==> src/rtl/uart_cmd_ctrl.sv <==
// Assembles UART bytes into 3-byte commands (op, data hi, data lo) with inter-byte timeout.
// Define UART_CMD_CHKSUM_EN to require a 4th checksum byte (op+hi+lo+chk == 0 mod 256).
//
// state | meaning
// IDLE  | waiting for opcode byte
// B1    | opcode captured, waiting for data high byte
// B2    | data high captured, waiting for data low byte
// CHK   | data low captured, waiting for checksum byte (checksum build only)
module uart_cmd_ctrl #(
    parameter int TMO_CYCLES = 131072,
    parameter int TMR_W      = 17
) (
    input  logic        clk,
    input  logic        rst_n,
    input  logic        rx_rdy,
    input  logic [7:0]  rx_data,
    output logic        clr_rx_rdy,
    output logic [7:0]  cmd_op,
    output logic [15:0] cmd_data,
    output logic        cmd_rdy,
    input  logic        clr_cmd_rdy,
    output logic        busy,
    output logic        tmo_err,
    output logic        cmd_ovr,
    output logic        chk_err
);

`ifdef UART_CMD_CHKSUM_EN
    typedef enum logic [1:0] {IDLE, B1, B2, CHK} state_t;
`else
    typedef enum logic [1:0] {IDLE, B1, B2} state_t;
`endif

    localparam logic [TMR_W-1:0] TMO_LAST = TMR_W'(TMO_CYCLES - 1);

    state_t           state;
    logic [TMR_W-1:0] timer;
    logic [7:0]       op_sh;
    logic [7:0]       hi_sh;
    logic [7:0]       new_lo;
    logic             complete;

    assign clr_rx_rdy = rx_rdy;
    assign busy       = (state != IDLE);

`ifdef UART_CMD_CHKSUM_EN
    logic [7:0] lo_sh;
    logic [7:0] sum;
    logic       chk_bad;
    logic       chk_err_q;

    assign chk_err = chk_err_q;

    always_comb begin
        sum      = op_sh + hi_sh + lo_sh + rx_data;
        new_lo   = lo_sh;
        complete = 1'b0;
        chk_bad  = 1'b0;
        if (state == CHK && rx_rdy) begin
            if (sum == 8'h00) complete = 1'b1;
            else              chk_bad  = 1'b1;
        end
    end
`else
    assign chk_err = 1'b0;

    always_comb begin
        new_lo   = rx_data;
        complete = (state == B2) && rx_rdy;
    end
`endif

    always_ff @(posedge clk or negedge rst_n) begin
        if (!rst_n) begin
            state    <= IDLE;
            timer    <= '0;
            op_sh    <= 8'h00;
            hi_sh    <= 8'h00;
            cmd_op   <= 8'h00;
            cmd_data <= 16'h0000;
            cmd_rdy  <= 1'b0;
            tmo_err  <= 1'b0;
            cmd_ovr  <= 1'b0;
`ifdef UART_CMD_CHKSUM_EN
            lo_sh     <= 8'h00;
            chk_err_q <= 1'b0;
`endif
        end else begin
            tmo_err <= 1'b0;
            cmd_ovr <= 1'b0;
`ifdef UART_CMD_CHKSUM_EN
            chk_err_q <= 1'b0;
`endif
            if (clr_cmd_rdy) cmd_rdy <= 1'b0;

            if (rx_rdy) begin
                timer <= '0;
                case (state)
                    IDLE: begin
                        op_sh <= rx_data;
                        state <= B1;
                    end
                    B1: begin
                        hi_sh <= rx_data;
                        state <= B2;
                    end
`ifdef UART_CMD_CHKSUM_EN
                    B2: begin
                        lo_sh <= rx_data;
                        state <= CHK;
                    end
                    CHK: begin
                        chk_err_q <= chk_bad;
                        state     <= IDLE;
                    end
`else
                    B2:      state <= IDLE;
`endif
                    default: state <= IDLE;
                endcase
            end else if (state != IDLE) begin
                if (timer == TMO_LAST) begin
                    // abandoned packet: drop the partial bytes, leave the last command alone
                    state   <= IDLE;
                    timer   <= '0;
                    tmo_err <= 1'b1;
                    op_sh   <= 8'h00;
                    hi_sh   <= 8'h00;
`ifdef UART_CMD_CHKSUM_EN
                    lo_sh   <= 8'h00;
`endif
                end else begin
                    timer <= timer + 1'b1;
                end
            end

            // set wins over a same-cycle clear; overrun only if the old command was still unread
            if (complete) begin
                cmd_op   <= op_sh;
                cmd_data <= {hi_sh, new_lo};
                cmd_rdy  <= 1'b1;
                cmd_ovr  <= cmd_rdy & ~clr_cmd_rdy;
            end
        end
    end

endmodule

==> config.mk <==
export PLATFORM = sky130hd
export DESIGN_NAME = uart_cmd_ctrl
export DESIGN_NICKNAME = d
export VERILOG_FILES = /design/src/rtl/uart_cmd_ctrl.sv
export SDC_FILE = /design/constraint.sdc
export NUM_CORES = 1
export LEC_CHECK = 0
export BUFFER_PORTS_ARGS = -buffer_cell sky130_fd_sc_hd__buf_2
export CORE_MARGIN = 1
export CORE_UTILIZATION = 56
export DETAILED_ROUTE_END_ITERATION = 12
export PLACE_DENSITY = 0.9
export SLEW_MARGIN = 20
export SYNTH_ARGS = -nofsm -noshare
export SYNTH_HDL_FRONTEND = slang
export SYNTH_SLANG_ARGS = --single-unit
==> constraint.sdc <==
create_clock -name clk -period 4.5 [get_ports clk]
set_clock_uncertainty 0.2 [all_clocks]
set_input_delay 0.9 -clock clk [delete_from_list [all_inputs] [get_ports clk]]
set_output_delay 0.9 -clock clk [all_outputs]
set_load 0.02 [all_outputs]
After elaboration in Yosys (flattened, before gate mapping)
Cells that the tools add are included.
- equality and inequality tests: 5
- reduce and logical (&&, ||, !) cells: 9
- add/subtract/negate cells: 1
- mux-type cells: 19
- bitwise logic cells: 2
- operators by type and width (cell ; count):
    $mux 17 ; 3
    $mux 8 ; 6
    $add 17x1->17 const B ; 1
    $eq 17x17->1 const B ; 1
    $reduce_bool 2->1 ; 4
    $mux 1 ; 6
    $mux 2 ; 3
    $reduce_and 3->1 ; 2
    $ne 2x1->1 const B ; 2
    $pmux 2 s2 ; 1
    $eq 2x1->1 const B ; 1
    $eq 2x2->1 const B ; 1
    $logic_not 2->1 ; 1
    $reduce_and 2->1 ; 1
    $and 1x1->1 ; 1
    $logic_and 1x1->1 ; 1
    $not 1->1 ; 1
- logic and storage cells: 45
- flip-flop bits (word level): 62
- bits of input ports: 12
- output and inout bits: 30

Logic depth before layout (Yosys ltp)
Gate-level depths: netlist of run 1.
- depth in word-level cells: 4
- depth in mapped cells: 7
- gate-level depth less buffers: 7

Least setup slack after synthesis of run 1
OpenSTA, ideal clock, no wires.
- path type: register -> register
- start point: register timer[4]
- end point: register timer[10]
- library setup time: 0.132 ns
- arrival time: 1.995 ns
- data required time: 4.168 ns
- period minus slack after synthesis: 2.327 ns
- path buffers: 1
- cell stages (with the launch flop): 8
- path slack: 2.173 ns
- cell sequence: dfrtp_1 -> nand4_4 -> or3_4 -> nor3_1 -> ha_1 -> a21o_2 -> clkbuf_1 -> nor2_1
- longest elaborated chain between the ends: 4
- elaborated cells between the ends (all ways): 5
- those cells by class: add/sub (1); eq/ne (1); mux (3)
- ends and longest elaborated chain (what ; RTL line ; RTL):
    start: declaration ; 37 ; logic [TMR_W-1:0] timer;
    start signal: assignment ; 133 ; timer <= timer + 1'b1;
    $add 17x1->17 or $eq 17x17->1 (tied branches) ; 133, 122 ;
    $mux 17 (*) ; 122 ; if (timer == TMO_LAST) begin
    $mux 17 (*) ; 121 ; end else if (state != IDLE) begin
    $mux 17 (*) ; 96 ; if (rx_rdy) begin
Every way passes the cells marked *; elsewhere a longest branch is shown, timed or not. The select of a mux whose other input is x is not followed.
A chain may end at the register's enable or synchronous reset.

Final worst setup path of run 1
- start point: input port rx_rdy
- end point: output port clr_rx_rdy
- RTL lines (what ; RTL line ; RTL):
    start: declaration ; 15 ; input logic rx_rdy,
    end: declaration ; 17 ; output logic clr_rx_rdy,
No word-level cell between the ends.

==> flow_summary.json, run 1 <==
{
  "status": "finished clean",
  "critPathRequiredTime_ns": 3.40,
  "period_minus_slack_ns": 2.59,
  "max_slew_margin_pct": 51.9,
  "critPathTopFamily": "buffers and inverters",
  "synth_most_common_cell": "dfrtp_1",
  "crit_path_top_delay_cell": "buf_2",
  "grt.total_usage_pct": 23.5,
  "worst_path_most_repeated_cell": "buf_2",
  "ys_warn_count": 0,
  "critPathLaunchType": "input port",
  "setup_viol": 0,
  "die_y_microns": 71.9,
  "drv_cap": 0,
  "arrival_ns": 1.49,
  "antenna_left": 0,
  "yosys-top-cells-area": "dfrtp_1, mux2_2, a21oi_1",
  "io_pins": 42,
  "power.total_mw": 1.98,
  "cp_max_fo": 24,
  "wl_per_cell_microns": 14.9,
  "synth_cell_types": 37,
  "grt_pass1_vias": 1898,
  "cts_hold_buf": 0,
  "drive_gt1_share_pct": 30.4,
  "grt_max_degree": 34,
  "critPathMaxStageDelay_ns": 0.34,
  "cts_htree_levels": 3,
  "powerDensity_mw_per_mm2": 626,
  "syn_nets": 263,
  "cts_resized": 0,
  "worstSetupEndpointType": "primary output",
  "synthArstFlopShare_pct": 100,
  "yosysSeqAreaShare_pct": 56.7,
  "remaining_drc_errors": 0,
  "hold_viol_final": 0,
  "grt_use_met1_pct": 32.2,
  "fillers": 349,
  "yosysTopAreaCellShare_pct": 56.7,
  "synth_edf_count": 0,
  "hold_path_class": "register to register",
  "die_area_sq_mm": 0.00517,
  "vias_per_cell": 5.59,
  "p_leak_nw": 1.45,
  "diodes": 0,
  "syn2layout_area_growth_pct": 15.8,
  "rows": 25,
  "hold_slack_ns": 0.302,
  "syn_area_sq_mm": 0.00274,
  "syn_avg_cell_area_sq_um": 11.0,
  "grt_util_met3_pct": 5.69,
  "clkTransAtPathRegs_ns": 0.06,
  "worst-path-buf-inv": 2,
  "crit_chain": "buf_2, buf_2",
  "synth_flop_cell": "dfrtp_1",
  "cts_setup_buffers": 0,
  "busiest_layer": "met2",
  "final-max-slew-violation-count": 0,
  "fmax_mhz": 387,
  "timing.rr.start": "timer[4]$_DFFE_PN0P_",
  "die_w_microns": 71.9,
  "drt_wl_total_microns": 5390,
  "worst_pin_slew_ns": 0.721,
  "numCtsBuffers": 9,
  "final.setup.tns_ns": 0,
  "rsz0062_at_grt": "no",
  "clk-insertion-delay-late_ns": 0.34,
  "crit_start": "rx_rdy",
  "period_share_pct": 57.5,
  "grt_overflow": 0,
  "gp_congestion": 0.775,
  "io_buffer_count": 40,
  "dp_hpwl_microns": 3670,
  "core_sq_mm": 0.00472,
  "cts-root-buf": "clkbuf_8",
  "crit_type": "input port to primary output",
  "vdd_drop_max_mv": 0.485,
  "synth_commonest_cells": "dfrtp_1, mux2_2, nor2_1",
  "firstDrtPassIters": 4,
  "nets": 306,
  "grt_antenna_before_repair": 0,
  "clock-sinks": 62,
  "grt_use_met2_pct": 33.1,
  "ys_seq_elements": 62,
  "clock_path_buffers": 2,
  "start_util_pct": 57.9,
  "grt_pass1_wl_microns": 8990,
  "synthCells": 248,
  "cts_tree": "built",
  "vias": 2029,
  "yosysTopAreaCell": "dfrtp_1",
  "drt_iter0_drc": 148,
  "hold_start": "cmd_op[1]$_DFFE_PN0P_"
}
## state kept, by name, indices dropped and copies added (netlist names)
| signal | count |
|---|---|
| cmd_data | 16 |
| cmd_op | 8 |
| cmd_ovr | 1 |
| cmd_rdy | 1 |
| hi_sh | 8 |
| op_sh | 8 |
| state | 2 |
| timer | 17 |
| tmo_err | 1 |
## where the power goes
part           internal, mW  switching, mW  total, mW  leakage [nW]
Sequential            0.755          0.142      0.898         0.779
Combinational         0.275          0.366      0.641         0.568
Clock                 0.241          0.205      0.446         0.102
## worst reg2reg max path, stage by stage (launching register included)
cell,delay (ns)
dfrtp_1,0.47
nand4_4,0.19
or3_4,0.44
nor3_1,0.31
ha_1,0.37
a21oi_1,0.16
o311ai_0,0.14
o41ai_1,0.15
## final timing paths
kind                                              end  slack (ns)  cells after the start
worst max-delay path                       clr_rx_rdy        1.91                      2
worst min-delay path            cmd_op[1]$_DFFE_PN0P_        0.30                      1
worst max register to register  timer[14]$_DFFE_PN0P_        1.94                      7
worst min register to register  cmd_op[1]$_DFFE_PN0P_        0.30                      1
max in group asynchronous        timer[0]$_DFFE_PN0P_        2.82                      2
min in group asynchronous       cmd_op[5]$_DFFE_PN0P_        0.42                      1
## metal layers
| layer | wire length [microns] | vias to the layer above |
|---|---|---|
| li1 | - | 952 |
| met1 | 2470 | 1001 |
| met2 | 2520 | 61 |
| met3 | 245 | 15 |
| met4 | 158 | 0 |
| met5 | 0 | - |
## cell type report
type | instances | area, sq um | share of cell area [%]
clock buffer | 12 | 165 | 5.21
clock inverter | 4 | 20.0 | 0.632
inverter | 5 | 18.8 | 0.592
multi-input combinational | 170 | 1110 | 34.9
sequential | 62 | 1550 | 49.0
tap | 67 | 83.8 | 2.65
timing repair buffer | 43 | 223 | 7.03
## kinds of logic after synthesis
group / count (synthesis) / synth area share [%]
AND/OR/NAND/NOR: 83 / 15.0
flip-flops: 62 / 56.7
AO/OA/AOI/OAI: 47 / 10.1
multiplexers: 26 / 10.7
buffers and inverters: 16 / 2.83
XOR/XNOR: 10 / 3.20
adder cells (fa/ha/maj): 3 / 1.37
other: 1 / 0.137
## per-stage QoR
stage | area (sq um) | util [%] | std cells | setup slack [ns]
floorplan | 2740 | - | 248 | 2.17
global placement | 2980 | 63.2 | 347 | 1.82
detailed placement | 2980 | 63.2 | 347 | 1.76
CTS | 3170 | 67.1 | 363 | 1.92
global route | 3170 | 67.1 | 363 | 1.82
finish | 3170 | 67.1 | 363 | 1.91
## cells in the final DEF, fill, tap and decap left out, drive strengths merged
cell,Yosys,layout
a21o,1,1
a21oi,21,21
a32oi,1,1
and2,1,1
buf,5,43
clkbuf,6,12
clkinv,0,4
conb,1,1
dfrtp,62,62
ha,3,3
inv,5,5
mux2,25,25
mux2i,1,1
nand2,22,22
nand2b,2,2
nand3,5,5
nand3b,2,2
nand4,3,3
nor2,25,25
nor2b,8,8
nor3,6,6
nor4,5,5
o21a,1,1
o21ai,10,10
o22ai,8,8
o311a,1,1
o311ai,2,2
o31a,1,1
o41ai,1,1
or2,1,1
or3,3,3
xnor2,7,7
xor2,3,3
No activity file was read; power rests on OpenSTA's default activity.
==> run 2: changes to the inputs <==
==> constraint.sdc (replaced) <==
create_clock -name clk -period 2.6 [get_ports clk]
set_clock_uncertainty 0.2 [all_clocks]
set_input_delay 0.52 -clock clk [delete_from_list [all_inputs] [get_ports clk]]
set_output_delay 0.52 -clock clk [all_outputs]
set_load 0.02 [all_outputs]
==> run 2 against run 1 <==
Compared with the run above: largest power group unchanged; highest routed layer unchanged; first-iteration DRC count is 34% higher; worst setup slack got worse by 1.7 ns; critical path type is now register to register; sequential share of layout area decreased by 0.54 points; register-to-register slack lost 1.8 ns; largest cell class unchanged; critical path depth grew 5; clock power grew 80%; core utilization grew 0.74 points; wire length up 9.4%.
==> flow_summary.json, run 2 (synthesis gave the netlist of run 1 again) <==
{
  "crit_type": "register to register",
  "clkTransAtPathRegs_ns": 0.07,
  "numCtsBuffers": 9,
  "vias_per_cell": 5.80,
  "critPathRequiredTime_ns": 2.59,
  "regArea_sq_mm": 0.00155,
  "largest_reg_flops": 17,
  "combPwrFrac_pct": 32.1,
  "cts_htree_levels": 3,
  "hold_path_class": "input port to register",
  "hold_slack_ns": 0.238,
  "nets": 308,
  "p_sw_share_pct": 36.0,
  "powerDensity_mw_per_mm2": 1090,
  "grt_antenna_before_repair": 0,
  "grt_max_degree": 63,
  "diodes": 0,
  "vdd_drop_max_mv": 0.771,
  "core_sq_mm": 0.00472,
  "cp_max_fo": 8,
  "grt.total_usage_pct": 25.6,
  "drive_gt1_share_pct": 30.2,
  "clock_path_buffers": 2,
  "clk-insertion-delay-late_ns": 0.34,
  "cts-root-buf": "clkbuf_8",
  "setup_viol": 0,
  "wl_per_cell_microns": 16.2,
  "hold_viol_final": 0,
  "intPower_mw": 2.23,
  "critPathLaunchType": "register",
  "regMostFlops": "timer",
  "max_slew_margin_pct": 28.7,
  "fin_ws_ns": 0.184,
  "start_util_pct": 57.9,
  "drv_cap": 0,
  "die_y_microns": 71.9,
  "final-max-slew-violation-count": 0,
  "reg2reg_depth": 7,
  "rows": 25,
  "syn2layout_area_growth_pct": 17.1,
  "fmax_mhz": 414,
  "vias": 2117,
  "io_pins": 42,
  "grt_overflow": 0,
  "remaining_drc_errors": 0,
  "worstSetupEndpointType": "register",
  "clock-sinks": 62,
  "p_leak_nw": 1.45,
  "final_cell_mix": "dfrtp_1, buf_2, nor2_1, mux2_2, nand2_1",
  "grt_pass1_wl_microns": 9890,
  "final.setup.tns_ns": 0,
  "dp_hpwl_microns": 3720,
  "grt_pass1_vias": 2028,
  "fillers": 332,
  "die_area_sq_mm": 0.00517,
  "pwr-share-clk_pct": 23.1,
  "holdPathStages": 3,
  "period_share_pct": 92.9,
  "gp_congestion": 0.824,
  "worst_pin_slew_ns": 1.06,
  "switchingPower_mw": 1.25,
  "cts_tree": "built",
  "rsz0062_at_grt": "no",
  "antenna_left": 0,
  "largest_registers": "timer: 17 flops, cmd_data: 16 flops",
  "cts_setup_buffers": 0,
  "status": "finished clean",
  "die_w_microns": 71.9,
  "arrival_ns": 2.40,
  "io_buffer_count": 40,
  "drt_wl_total_microns": 5900,
  "place_ws_ns": 0.235,
  "period_minus_slack_ns": 2.42,
  "firstDrtPassIters": 8,
  "drt_iter0_drc": 199,
  "multi_input_area_sq_mm": 0.00111,
  "final_common_cell": "dfrtp_1",
  "p_seq_share_pct": 44.7
}
==> run 2: cell count changes in the layout (fill, tap and decap cells not counted), sizes merged <==
cell	previous run	this run
dlygate4sd3	0	1
clkinvlp	0	1
bufinv	0	1
clkinv	4	2
buf	43	44
==> run 2: routing by layer <==
metal / share of wire [%] / vias up / track usage [%]
met4: 3.6 / 0 / 12.0
met1: 41 / 1025 / 34.2
li1: - / 965 / -
met2: 49 / 101 / 38.6
met5: 0 / - / 0
met3: 6.6 / 26 / 8.19
==> run 2: critical path, stage by stage, from the launching register on <==
cell and delay (ns):
dfrtp_1 0.47, nand4_4 0.19, or3_4 0.44, nor3_2 0.23
ha_1 0.23, mux2i_1 0.23, nand2_1 0.14, o21ai_0 0.12
==> run 2: what timing repair did <==
| item | CTS | global route |
|---|---|---|
| hold buffers | 1 | 0 |
| endpoints found under the hold margin | 37 | 0 |
| endpoints found under the setup margin | 0 | 7 |
| resized for setup | 0 | 2 |
==> run 2: path summary, 6_finish.rpt <==
check,start,endpoint,slack (ns)
max in group asynchronous,rst_n,timer[1]$_DFFE_PN0P_,1.41
hold / removal,clr_cmd_rdy,cmd_ovr$_DFF_PN0_,0.24
setup reg to reg,timer[4]$_DFFE_PN0P_,hi_sh[3]$_DFFE_PN0P_,0.18
hold reg to reg,cmd_data[15]$_DFFE_PN0P_,cmd_data[15]$_DFFE_PN0P_,0.30
min in group asynchronous,rst_n,cmd_ovr$_DFF_PN0_,0.51
setup / recovery,timer[4]$_DFFE_PN0P_,hi_sh[3]$_DFFE_PN0P_,0.18
==> run 2: through the flow <==
step / cells / power [mW] / area, sq um / util [%]
finish: 365 / 3.48 / 3200 / 67.8
CTS: 365 / 3.49 / 3200 / 67.7
floorplan: 248 / 2.29 / 2740 / -
global route: 365 / 3.68 / 3200 / 67.8
global placement: 348 / 2.61 / 3000 / 63.6
detailed placement: 348 / 2.68 / 3000 / 63.6
==> run 2: final cells by class <==
type	instances	share of cell area [%]
clock inverter	4	1.48
inverter	5	0.586
timing repair buffer	45	7.89
sequential	62	48.4
multi-input combinational	170	34.8
clock buffer	12	4.22
tap	67	2.62
==> run 2: power groups by stage <==
stage	logic [mW]	registers [mW]	clock network, mW
2_1_floorplan	0.553	1.74	0
3_3_place_gp	1.07	1.54	0
3_5_place_dp	1.11	1.57	0
4_1_cts	1.13	1.55	0.809
5_1_grt	1.21	1.61	0.857
6_report	1.12	1.56	0.805
==> run 3: changes to the inputs <==
--- a/config.mk
+++ b/config.mk
@@ -7,9 +7,9 @@
 export LEC_CHECK = 0
 export BUFFER_PORTS_ARGS = -buffer_cell sky130_fd_sc_hd__buf_2
 export CORE_MARGIN = 1
-export CORE_UTILIZATION = 56
+export CORE_UTILIZATION = 50
 export DETAILED_ROUTE_END_ITERATION = 12
-export PLACE_DENSITY = 0.9
+export PLACE_DENSITY = 0.83
 export SLEW_MARGIN = 20
 export SYNTH_ARGS = -nofsm -noshare
 export SYNTH_HDL_FRONTEND = slang
==> run 3 against run 2 <==
Compared with the run above: first-iteration DRC count down 15%; via count fell by 3.9%; sequential share of layout area is 0.82 points lower; fmax up 0.66%; clock power increased by 30%; die area up 12%; core utilization down 5.2 points; wire length fell by 6.6%; non-clock buffer count shrank 1; global-route usage is 4.2 points lower; critical path depth unchanged; flip-flop and latch count unchanged.
==> flow_summary.json, run 3 (synthesis gave the netlist of run 1 again) <==
{
  "status": "finished clean",
  "period_minus_slack_ns": 2.40,
  "timing.rr.start": "timer[4]$_DFFE_PN0P_",
  "max_slew_margin_pct": 50.9,
  "crit_path_top_delay_cell": "dfrtp_1",
  "critPathRequiredTime_ns": 2.60,
  "rsz0062_at_grt": "no",
  "worst_pin_slew_ns": 0.716,
  "drt_iter0_drc": 170,
  "cp_max_fo": 8,
  "final_cell_mix": "dfrtp_1, buf_2, nor2_1, mux2_2, nand2_1",
  "final_cells": 367,
  "powerDensity_mw_per_mm2": 1140,
  "wl_per_cell_microns": 15.0,
  "numCtsBuffers": 9,
  "worstSetupEndpointType": "register",
  "vias": 2035,
  "largest_registers": "timer: 17 flops, cmd_data: 16 flops",
  "rr_endpoint": "hi_sh[5]$_DFFE_PN0P_",
  "grt_pass1_vias": 2006,
  "final_common_cell": "dfrtp_1",
  "largest_reg_flops": 17,
  "cts_htree_levels": 3,
  "placed_cells": 351,
  "syn2layout_area_growth_pct": 19.1,
  "rows": 26,
  "vdd_drop_max_mv": 0.808,
  "clkTransAtPathRegs_ns": 0.07,
  "critPathMaxStageDelay_ns": 0.45,
  "diodes": 0,
  "drt_wl_total_microns": 5510,
  "clk-insertion-delay-late_ns": 0.34,
  "critPathLaunchType": "register",
  "core_sq_mm": 0.00520,
  "regMostFlops": "timer",
  "setup_viol": 0,
  "dp_hpwl_microns": 3780,
  "drive_gt1_share_pct": 30.3,
  "p_leak_nw": 1.48,
  "grt.total_usage_pct": 21.4,
  "vias_per_cell": 5.54,
  "final.setup.tns_ns": 0,
  "hold_path_class": "input port to async pin",
  "r2r_setup_slack_ns": 0.20,
  "period_share_pct": 92.3,
  "cts_hold_buf": 0,
  "gp_congestion": 0.789,
  "io_pins": 42,
  "fmax_mhz": 417,
  "io_buffer_count": 40,
  "grt_max_degree": 36,
  "cts_setup_buffers": 0,
  "firstDrtPassIters": 4,
  "cts_tree": "built",
  "final-max-slew-violation-count": 0,
  "die_area_sq_mm": 0.00577,
  "cts_resized": 0,
  "clock-sinks": 62,
  "arrival_ns": 2.40,
  "clock_path_buffers": 2,
  "die_y_microns": 76.0,
  "grt_antenna_before_repair": 0,
  "cts-root-buf": "clkbuf_8",
  "crit_type": "register to register",
  "start_util_pct": 52.6,
  "nets": 307,
  "grt_overflow": 0,
  "crit_chain": "nand4_4, or3_4, nor3_1, ha_1, mux2i_1, nand2_1, o21ai_0",
  "die_w_microns": 76.0,
  "antenna_left": 0,
  "remaining_drc_errors": 0,
  "grt_pass1_wl_microns": 9580,
  "drv_cap": 0,
  "hold_viol_final": 0,
  "reg2reg_depth": 7
}
run 3: how the worst max path moves through the flow:
stage / slack, ns / end / startpoint
5_1_grt: 0.04 / hi_sh[7]$_DFFE_PN0P_ / timer[4]$_DFFE_PN0P_
4_1_cts: 0.14 / timer[14]$_DFFE_PN0P_ / timer[4]$_DFFE_PN0P_
3_3_place_gp: 0.31 / timer[14]$_DFFE_PN0P_ / timer[4]$_DFFE_PN0P_
6_report: 0.20 / hi_sh[5]$_DFFE_PN0P_ / timer[4]$_DFFE_PN0P_
2_1_floorplan: 0.27 / timer[10]$_DFFE_PN0P_ / timer[4]$_DFFE_PN0P_
3_5_place_dp: 0.17 / timer[14]$_DFFE_PN0P_ / timer[4]$_DFFE_PN0P_
run 3: cell type report:
class / instances / area [sq um]
timing repair buffer: 44 / 243
fill: 426 / 1950
clock inverter: 3 / 90.1
multi-input combinational: 170 / 1110
sequential: 62 / 1550
tap: 70 / 87.6
inverter: 5 / 18.8
clock buffer: 13 / 159
run 3: metal layers:
metal | wire, microns | track usage (%) | part of all wire (%) | vias up
met5 | 0 | 0 | 0 | -
met4 | 84 | 7.88 | 1.5 | 0
met3 | 258 | 7.19 | 4.7 | 14
met2 | 2670 | 33.9 | 49 | 55
met1 | 2490 | 27.5 | 45 | 1011
li1 | - | - | - | 955
run 3: power by group:
part / total (mW) / internal, mW / switching (mW) / leakage (nW)
registers: 1.55 / 1.31 / 0.243 / 0.779
logic: 1.12 / 0.480 / 0.637 / 0.573
clock network: 1.05 / 0.690 / 0.356 / 0.124
run 3: stage by stage:
step / cell area [sq um] / util, % / power (mW) / setup WS, ns / hold WS, ns
CTS: 3260 / 62.6 / 3.74 / 0.142 / 0.0229
floorplan: 2740 / - / 2.29 / 0.273 / 0.0244
detailed placement: 3010 / 57.8 / 2.68 / 0.169 / 0.287
global placement: 3010 / 57.8 / 2.62 / 0.312 / 0.280
finish: 3260 / 62.6 / 3.71 / 0.200 / 0.00663
global route: 3260 / 62.6 / 3.93 / 0.0434 / 0.0402
run 3: critical path: cells and delay by family, from the launching register on:
family / cells / cell delay [ns]
fa+ha+maj: 1 / 0.23
simple gates: 4 / 1.06
mux: 1 / 0.23
flops: 1 / 0.45
compound gates: 1 / 0.09
